--- src/rtl/dlx_pkg.sv ---
// Shared DLX definitions: word type, reset/NOP constants and the fetch FSM states.
// Imported by the fetch stage, the branch resolver and the decoder.
package dlx_pkg;

  typedef logic [31:0] word_t;

  localparam word_t DLX_NOP      = 32'h0000_0000;
  localparam word_t DLX_RESET_PC = 32'h0000_0000;

  typedef enum logic [1:0] {
    BOOT  = 2'd0,
    FETCH = 2'd1,
    HOLD  = 2'd2,
    DRAIN = 2'd3
  } fetch_state_t;

  // Instruction addresses are always word aligned.
  function automatic word_t word_align(input word_t a);
    return a & ~32'd3;
  endfunction

  function automatic word_t next_pc(input word_t pc);
    return pc + 32'd4;
  endfunction

endpackage

--- src/rtl/fetch_unit_if.sv ---
// Fetch-stage bus: redirect/stall inputs, instruction-memory handshake and IF/ID outputs.
// The master modport is the fetch unit; the slave side is memory plus the ID stage.
interface fetch_unit_if;
  import dlx_pkg::*;

  logic  stall;
  logic  take_branch;
  word_t branch_target;

  logic  imem_req;
  word_t imem_addr;
  word_t imem_rdata;
  logic  imem_ready;

  logic  ifid_valid;
  word_t ifid_instr;
  word_t ifid_pc;

  modport master (
    input  stall, take_branch, branch_target, imem_rdata, imem_ready,
    output imem_req, imem_addr, ifid_valid, ifid_instr, ifid_pc
  );

  modport slave (
    output stall, take_branch, branch_target, imem_rdata, imem_ready,
    input  imem_req, imem_addr, ifid_valid, ifid_instr, ifid_pc
  );

endinterface

--- src/rtl/fetch_hold_buf.sv ---
// One-entry buffer for an instruction fetched while the pipeline was stalled.
// Clear wins over load so a redirect always discards the parked word.
module fetch_hold_buf
  import dlx_pkg::*;
(
  input  logic  clk,
  input  logic  reset,
  input  logic  load,
  input  logic  clear,
  input  word_t load_instr,
  input  word_t load_pc,
  output logic  valid,
  output word_t instr,
  output word_t pc
);

  logic  valid_q, valid_d;
  word_t instr_q, instr_d;
  word_t pc_q, pc_d;

  always_comb begin
    valid_d = valid_q;
    instr_d = instr_q;
    pc_d    = pc_q;
    if (clear) begin
      valid_d = 1'b0;
    end else if (load) begin
      valid_d = 1'b1;
      instr_d = load_instr;
      pc_d    = load_pc;
    end
  end

  always_ff @(posedge clk) begin
    if (reset) begin
      valid_q <= 1'b0;
      instr_q <= '0;
      pc_q    <= '0;
    end else begin
      valid_q <= valid_d;
      instr_q <= instr_d;
      pc_q    <= pc_d;
    end
  end

  assign valid = valid_q;
  assign instr = instr_q;
  assign pc    = pc_q;

endmodule

--- src/rtl/fetch_unit.sv ---
// DLX instruction-fetch stage: owns the PC, drives instruction memory and loads IF/ID.
// Handles hazard stalls, variable memory latency and ID-stage redirects without loss or duplication.
module fetch_unit
  import dlx_pkg::*;
#(
  parameter word_t RESET_PC  = DLX_RESET_PC,
  parameter word_t NOP_INSTR = DLX_NOP
) (
  input  logic         clk,
  input  logic         reset,
  fetch_unit_if.master bus
);

  fetch_state_t state_q, state_d;
  word_t        pc_q, pc_d;
  logic         ifid_valid_q, ifid_valid_d;
  word_t        ifid_instr_q, ifid_instr_d;
  word_t        ifid_pc_q, ifid_pc_d;
  word_t        drain_addr_q, drain_addr_d;

  logic         hold_load, hold_clear, hold_valid;
  word_t        hold_instr, hold_pc;

  logic         imem_req;
  word_t        imem_addr;
  logic         redirect;
  word_t        target;

  // A branch seen under stall is dropped; the resolver re-asserts it later.
  assign redirect = bus.take_branch & ~bus.stall;
  assign target   = word_align(bus.branch_target);

  fetch_hold_buf u_hold_buf (
    .clk        (clk),
    .reset      (reset),
    .load       (hold_load),
    .clear      (hold_clear),
    .load_instr (bus.imem_rdata),
    .load_pc    (pc_q),
    .valid      (hold_valid),
    .instr      (hold_instr),
    .pc         (hold_pc)
  );

  always_ff @(posedge clk) begin
    if (reset) begin
      state_q <= BOOT;
    end else begin
      state_q <= state_d;
    end
  end

  always_comb begin
    state_d = state_q;
    case (state_q)
      BOOT: state_d = FETCH;
      FETCH: begin
        if (redirect) begin
          state_d = bus.imem_ready ? FETCH : DRAIN;
        end else if (bus.imem_ready && bus.stall) begin
          state_d = HOLD;
        end
      end
      HOLD: begin
        if (!bus.stall) begin
          state_d = FETCH;
        end
      end
      DRAIN: begin
        if (bus.imem_ready) begin
          state_d = FETCH;
        end
      end
      default: state_d = BOOT;
    endcase
  end

  // DRAIN keeps presenting the abandoned address until memory completes it.
  always_comb begin
    imem_req  = 1'b0;
    imem_addr = pc_q;
    case (state_q)
      FETCH: imem_req = 1'b1;
      DRAIN: begin
        imem_req  = 1'b1;
        imem_addr = drain_addr_q;
      end
      default: ;
    endcase
  end

  always_comb begin
    pc_d         = pc_q;
    ifid_valid_d = ifid_valid_q;
    ifid_instr_d = ifid_instr_q;
    ifid_pc_d    = ifid_pc_q;
    drain_addr_d = drain_addr_q;
    hold_load    = 1'b0;
    hold_clear   = 1'b0;
    case (state_q)
      FETCH: begin
        if (redirect) begin
          ifid_valid_d = 1'b0;
          ifid_instr_d = NOP_INSTR;
          hold_clear   = 1'b1;
          if (!bus.imem_ready) begin
            drain_addr_d = pc_q;
          end
        end else if (bus.imem_ready) begin
          pc_d = next_pc(pc_q);
          if (bus.stall) begin
            hold_load = 1'b1;
          end else begin
            ifid_valid_d = 1'b1;
            ifid_instr_d = bus.imem_rdata;
            ifid_pc_d    = pc_q;
          end
        end else if (!bus.stall) begin
          ifid_valid_d = 1'b0;
          ifid_instr_d = NOP_INSTR;
        end
      end
      HOLD: begin
        if (redirect) begin
          ifid_valid_d = 1'b0;
          ifid_instr_d = NOP_INSTR;
          hold_clear   = 1'b1;
        end else if (!bus.stall) begin
          ifid_valid_d = hold_valid;
          ifid_instr_d = hold_valid ? hold_instr : NOP_INSTR;
          ifid_pc_d    = hold_pc;
        end
      end
      default: ;
    endcase
    if (redirect) begin
      pc_d = target;
    end
  end

  always_ff @(posedge clk) begin
    if (reset) begin
      pc_q         <= RESET_PC;
      ifid_valid_q <= 1'b0;
      ifid_instr_q <= NOP_INSTR;
      ifid_pc_q    <= '0;
      drain_addr_q <= '0;
    end else begin
      pc_q         <= pc_d;
      ifid_valid_q <= ifid_valid_d;
      ifid_instr_q <= ifid_instr_d;
      ifid_pc_q    <= ifid_pc_d;
      drain_addr_q <= drain_addr_d;
    end
  end

  assign bus.imem_req   = imem_req;
  assign bus.imem_addr  = imem_addr;
  assign bus.ifid_valid = ifid_valid_q;
  assign bus.ifid_instr = ifid_instr_q;
  assign bus.ifid_pc    = ifid_pc_q;

endmodule

--- src/flat_wrapper.sv ---
// flat-port wrapper written by rule: the top's interface ports become plain ports
module fetch_unit_flat import dlx_pkg::*;
#(
  parameter word_t RESET_PC  = DLX_RESET_PC,
  parameter word_t NOP_INSTR = DLX_NOP
)
  (clk, reset, bus_stall, bus_take_branch, bus_branch_target, bus_imem_rdata, bus_imem_ready, bus_imem_req, bus_imem_addr, bus_ifid_valid, bus_ifid_instr, bus_ifid_pc);
  fetch_unit_if bus_i ();
  input  logic clk;
  input  logic reset;
  input wire logic [$bits(bus_i.stall)-1:0] bus_stall;
  input wire logic [$bits(bus_i.take_branch)-1:0] bus_take_branch;
  input wire logic [$bits(bus_i.branch_target)-1:0] bus_branch_target;
  input wire logic [$bits(bus_i.imem_rdata)-1:0] bus_imem_rdata;
  input wire logic [$bits(bus_i.imem_ready)-1:0] bus_imem_ready;
  output wire logic [$bits(bus_i.imem_req)-1:0] bus_imem_req;
  output wire logic [$bits(bus_i.imem_addr)-1:0] bus_imem_addr;
  output wire logic [$bits(bus_i.ifid_valid)-1:0] bus_ifid_valid;
  output wire logic [$bits(bus_i.ifid_instr)-1:0] bus_ifid_instr;
  output wire logic [$bits(bus_i.ifid_pc)-1:0] bus_ifid_pc;
  assign bus_i.stall = bus_stall;
  assign bus_i.take_branch = bus_take_branch;
  assign bus_i.branch_target = bus_branch_target;
  assign bus_i.imem_rdata = bus_imem_rdata;
  assign bus_i.imem_ready = bus_imem_ready;
  assign bus_imem_req = bus_i.imem_req;
  assign bus_imem_addr = bus_i.imem_addr;
  assign bus_ifid_valid = bus_i.ifid_valid;
  assign bus_ifid_instr = bus_i.ifid_instr;
  assign bus_ifid_pc = bus_i.ifid_pc;
  fetch_unit #(.RESET_PC(RESET_PC), .NOP_INSTR(NOP_INSTR)) u_core (.clk(clk), .reset(reset), .bus(bus_i));
endmodule
--- config.mk ---
export PLATFORM = sky130hd
export DESIGN_NAME = fetch_unit_flat
export DESIGN_NICKNAME = d
export VERILOG_FILES = /design/src/rtl/dlx_pkg.sv /design/src/rtl/fetch_unit_if.sv /design/src/rtl/fetch_hold_buf.sv /design/src/rtl/fetch_unit.sv /design/src/flat_wrapper.sv
export SDC_FILE = /design/constraint.sdc
export NUM_CORES = 1
export LEC_CHECK = 0
export ABC_AREA = 1
export BUFFER_PORTS_ARGS = -buffer_cell sky130_fd_sc_hd__clkbuf_2
export CELL_PAD_IN_SITES_DETAIL_PLACEMENT = 1
export CELL_PAD_IN_SITES_GLOBAL_PLACEMENT = 2
export CORE_ASPECT_RATIO = 1.25
export CORE_MARGIN = 5
export CORE_UTILIZATION = 25
export CTS_CLUSTER_SIZE = 14
export DETAILED_ROUTE_END_ITERATION = 12
export PLACE_DENSITY_LB_ADDON = 0.25
export REMOVE_ABC_BUFFERS = 1
export SLEW_MARGIN = 40
export SYNTH_ARGS = -nofsm -noshare
export SYNTH_HDL_FRONTEND = slang
export SYNTH_SLANG_ARGS = --single-unit
--- constraint.sdc ---
create_clock -name clk -period 3.5 [get_ports clk]
set_input_delay 0.35 -clock clk [delete_from_list [all_inputs] [get_ports clk]]
set_output_delay 0.35 -clock clk [all_outputs]
set_load 0.1 [all_outputs]
==> out/metrics.cfg <==
[outcome]
outcome = finished, final reports clean

[routing]
wl_mm = 31.7
drtIter0Drc = 484
avgViaCountPerCell = 4.79
avgRoutedWirePerCell_um = 17.2
route.detailed.drc = 0
firstDrtPassIters = 4
vias = 8798
antenna_left = 0

[critical_path]
end_kind = output port
path_class = reg -> out
arrival_ps = 2610
cp-start-kind = flop
worst-r2r-cell-count = 11
cp.required_ps = 3150
crit_fanout = 41

[job]
drv_cap = 0

[placed_design]
hpwl_mm = 21.1
place_congestion = 0.819
io_buffers = 160

[sta]
slew_viol_final = 0
maxSlewHeadroom_pct = 45.2
min_period_over_period_pct = 84.5
post-route-min-period_ps = 2960
finalHoldViolations = 0
finClkSkew_ps = 16.4
max_freq_mhz = 338
finalSetupViolations = 0
rsz0062_at_grt = no
worst-slew-pin-transition_ps = 822

[power_and_ir_drop]
swShare_pct = 47.2
share_comb_of_total_power_pct = 37.8
p_leak_uw = 0.00388
p_seq_share_pct = 34.6
power_switching_uw = 3460
p_clk_share_pct = 27.6
vdd_drop_max_mv = 0.291
internal_power_uw = 3880
power_density_nw_per_um2 = 699
p_total_uw = 7340

[clocking]
clkLatencyLatePin_ps = 460
cts.sinks = 188
clk_pin_slew_ps = 80
post_cts_buffers = 0
cts_buffers = 17
cts_buffer_depth = 2
postCtsHoldBufs = 0
root_buffer = clkbuf_16
h-tree-depth = 4
post_cts_resized = 0
cts_tree = built

[synth]
synth_top_area_cell = dfxtp_1
synth.distinct_cells = 32
synth_top_flop_cell = dfxtp_1
syn-cell-area_um2 = 8770
synth_warnings = 0
netlist_instances = 1262
async_reset_ff_share_pct = 0
synth_edf_count = 0
synth_area_leaders = dfxtp_1, nand2_1, o21ai_0, a21oi_1, nand3_1
yosysSeqAreaShare_pct = 42.9
synth_top_cell_area_share_pct = 42.9
ys_seq_elements = 188
avgSynthCellArea_um2 = 6.95

[global_route]
track_usage_pct = 16.4
grt_pass1_wl_mm = 50.7
grt_antenna_before_repair = 0
gr-total-overflow = 0
grt_pass1_vias = 9116
grt_max_degree = 71

[floorplan]
die_h_um = 219
row_count = 76
die-area_um2 = 39000
core_um2 = 34600
die_w_um = 178
start_util_pct = 25.3
io_pins = 167

[final_layout]
nNetsFinal = 1430
area_growth_pct = 19.8
num_antenna_cells = 0
drive_above_1_share_pct = 17.0
fin_util_pct = 30.3

[hold_path]
hold_depth = 3
hold_path.class = in -> reg

-- flip-flops by register name, summed over array words and instances, names as in the netlist --
name,flops
u_core.drain_addr_q,30
u_core.bus.ifid_instr,32
u_core.u_hold_buf.instr,32
u_core.bus.ifid_valid,1
u_core.u_hold_buf.pc,30
u_core.bus.ifid_pc,30
u_core.state_q,2
u_core.pc_q,30
u_core.u_hold_buf.valid,1
-- final cells by class --
| cell class | count | area (um2) |
|---|---|---|
| multi-input cells | 869 | 4200 |
| fillers | 4403 | 24100 |
| well taps | 468 | 586 |
| repair buffers | 179 | 981 |
| inverters | 102 | 383 |
| clock buffers | 18 | 429 |
| clock inverters | 14 | 159 |
| flip-flops and latches | 188 | 3760 |
-- placed cells by master (no fill, tap or decap), types with 2 or more instances in the layout --
| master | synthesis | layout |
|---|---|---|
| nand3_1 | 140 | 140 |
| a22oi_1 | 2 | 2 |
| buf_4 | 5 | 16 |
| nor3_1 | 5 | 5 |
| clkinv_2 | 0 | 2 |
| clkbuf_2 | 0 | 159 |
| o21ai_0 | 161 | 161 |
| a31oi_1 | 39 | 39 |
| nor2_4 | 2 | 3 |
| o211ai_1 | 6 | 6 |
| nor2_2 | 5 | 4 |
| clkbuf_16 | 0 | 17 |
| clkinvlp_4 | 0 | 3 |
| o21ai_1 | 13 | 13 |
| nand4_1 | 38 | 38 |
| bufinv_16 | 0 | 2 |
| inv_2 | 5 | 6 |
| conb_1 | 1 | 4 |
| nand2_2 | 1 | 2 |
| ha_1 | 4 | 2 |
| nand2_1 | 251 | 250 |
| nor2_1 | 43 | 43 |
| dfxtp_1 | 188 | 188 |
| inv_8 | 0 | 2 |
| inv_6 | 0 | 4 |
| a21oi_1 | 146 | 146 |
| buf_12 | 0 | 3 |
| inv_1 | 97 | 96 |
-- per-layer routing --
metal  wire length [um]  track usage [%]  up-vias
met5                  0                0        -
met4                461             4.57        0
met3               1260             2.60       23
met2              15600             29.2      168
met1              14300             20.4     4150
li1                   -                -     4457
-- per-stage QoR --
stage	cell area, um2	setup slack (ps)	TNS (ps)	hold WS [ps]	instances
floorplan	8330	-699	-23270	412	1159
global placement	9920	971	0	432	1806
detailed placement	9920	951	0	440	1806
CTS	10500	453	0	136	1838
global route	10500	320	0	162	1838
finish	10500	543	0	159	1838
-- cells by family (layout without fill, tap and decap cells) --
| group | after synthesis | count (layout) | synth area share [%] |
|---|---|---|---|
| flip-flops | 188 | 188 | 42.9 |
| other | 1 | 4 | 0.0427 |
| AND/OR/NAND/NOR | 490 | 490 | 24.8 |
| XOR/XNOR | 1 | 1 | 0.0999 |
| adder cells (fa/ha/maj) | 4 | 4 | 0.571 |
| buffers and inverters | 208 | 313 | 9.56 |
| AO/OA/AOI/OAI | 370 | 370 | 22.0 |
-- final timing paths --
| kind | startpoint | endpoint | slack, ps |
|---|---|---|---|
| worst max register to register | u_core.state_q[1] | u_core.pc_q[25] | 1080 |
| worst min-delay path | bus_branch_target[14] | u_core.pc_q[14] | 160 |
| worst min register to register | u_core.bus.ifid_pc[24] | u_core.bus.ifid_pc[24] | 440 |
| worst max-delay path | u_core.state_q[1] | bus_imem_addr[10] | 540 |
-- power by group through the flow --
stage                     registers (uW)  logic (uW)  clock network [uW]
after floorplan                     3950         798                   0
after global placement              2590        2790                   0
after detailed placement            2590        2810                   0
after CTS                           2540        2810                2110
after global routing                2580        2940                2200
final                               2540        2780                2030
-- cell usage after synthesis, drive strengths merged (2+ instances only) --
cell type / instances
clkbuf: 62
nor3: 6
nor2: 50
buf: 44
o21ai: 175
dfxtp: 188
o211ai: 6
nand3: 141
a22oi: 2
nand2: 253
inv: 102
ha: 4
nand4: 38
a21oi: 147
a31oi: 39
-- critical path, stage by stage, from the launching register on --
cell and delay [ps]:
dfxtp_1 390, ha_2 730, buf_4 380, nand2_1 80, o21ai_0 80, clkbuf_2 490
Power figures use the tool's default switching activity.
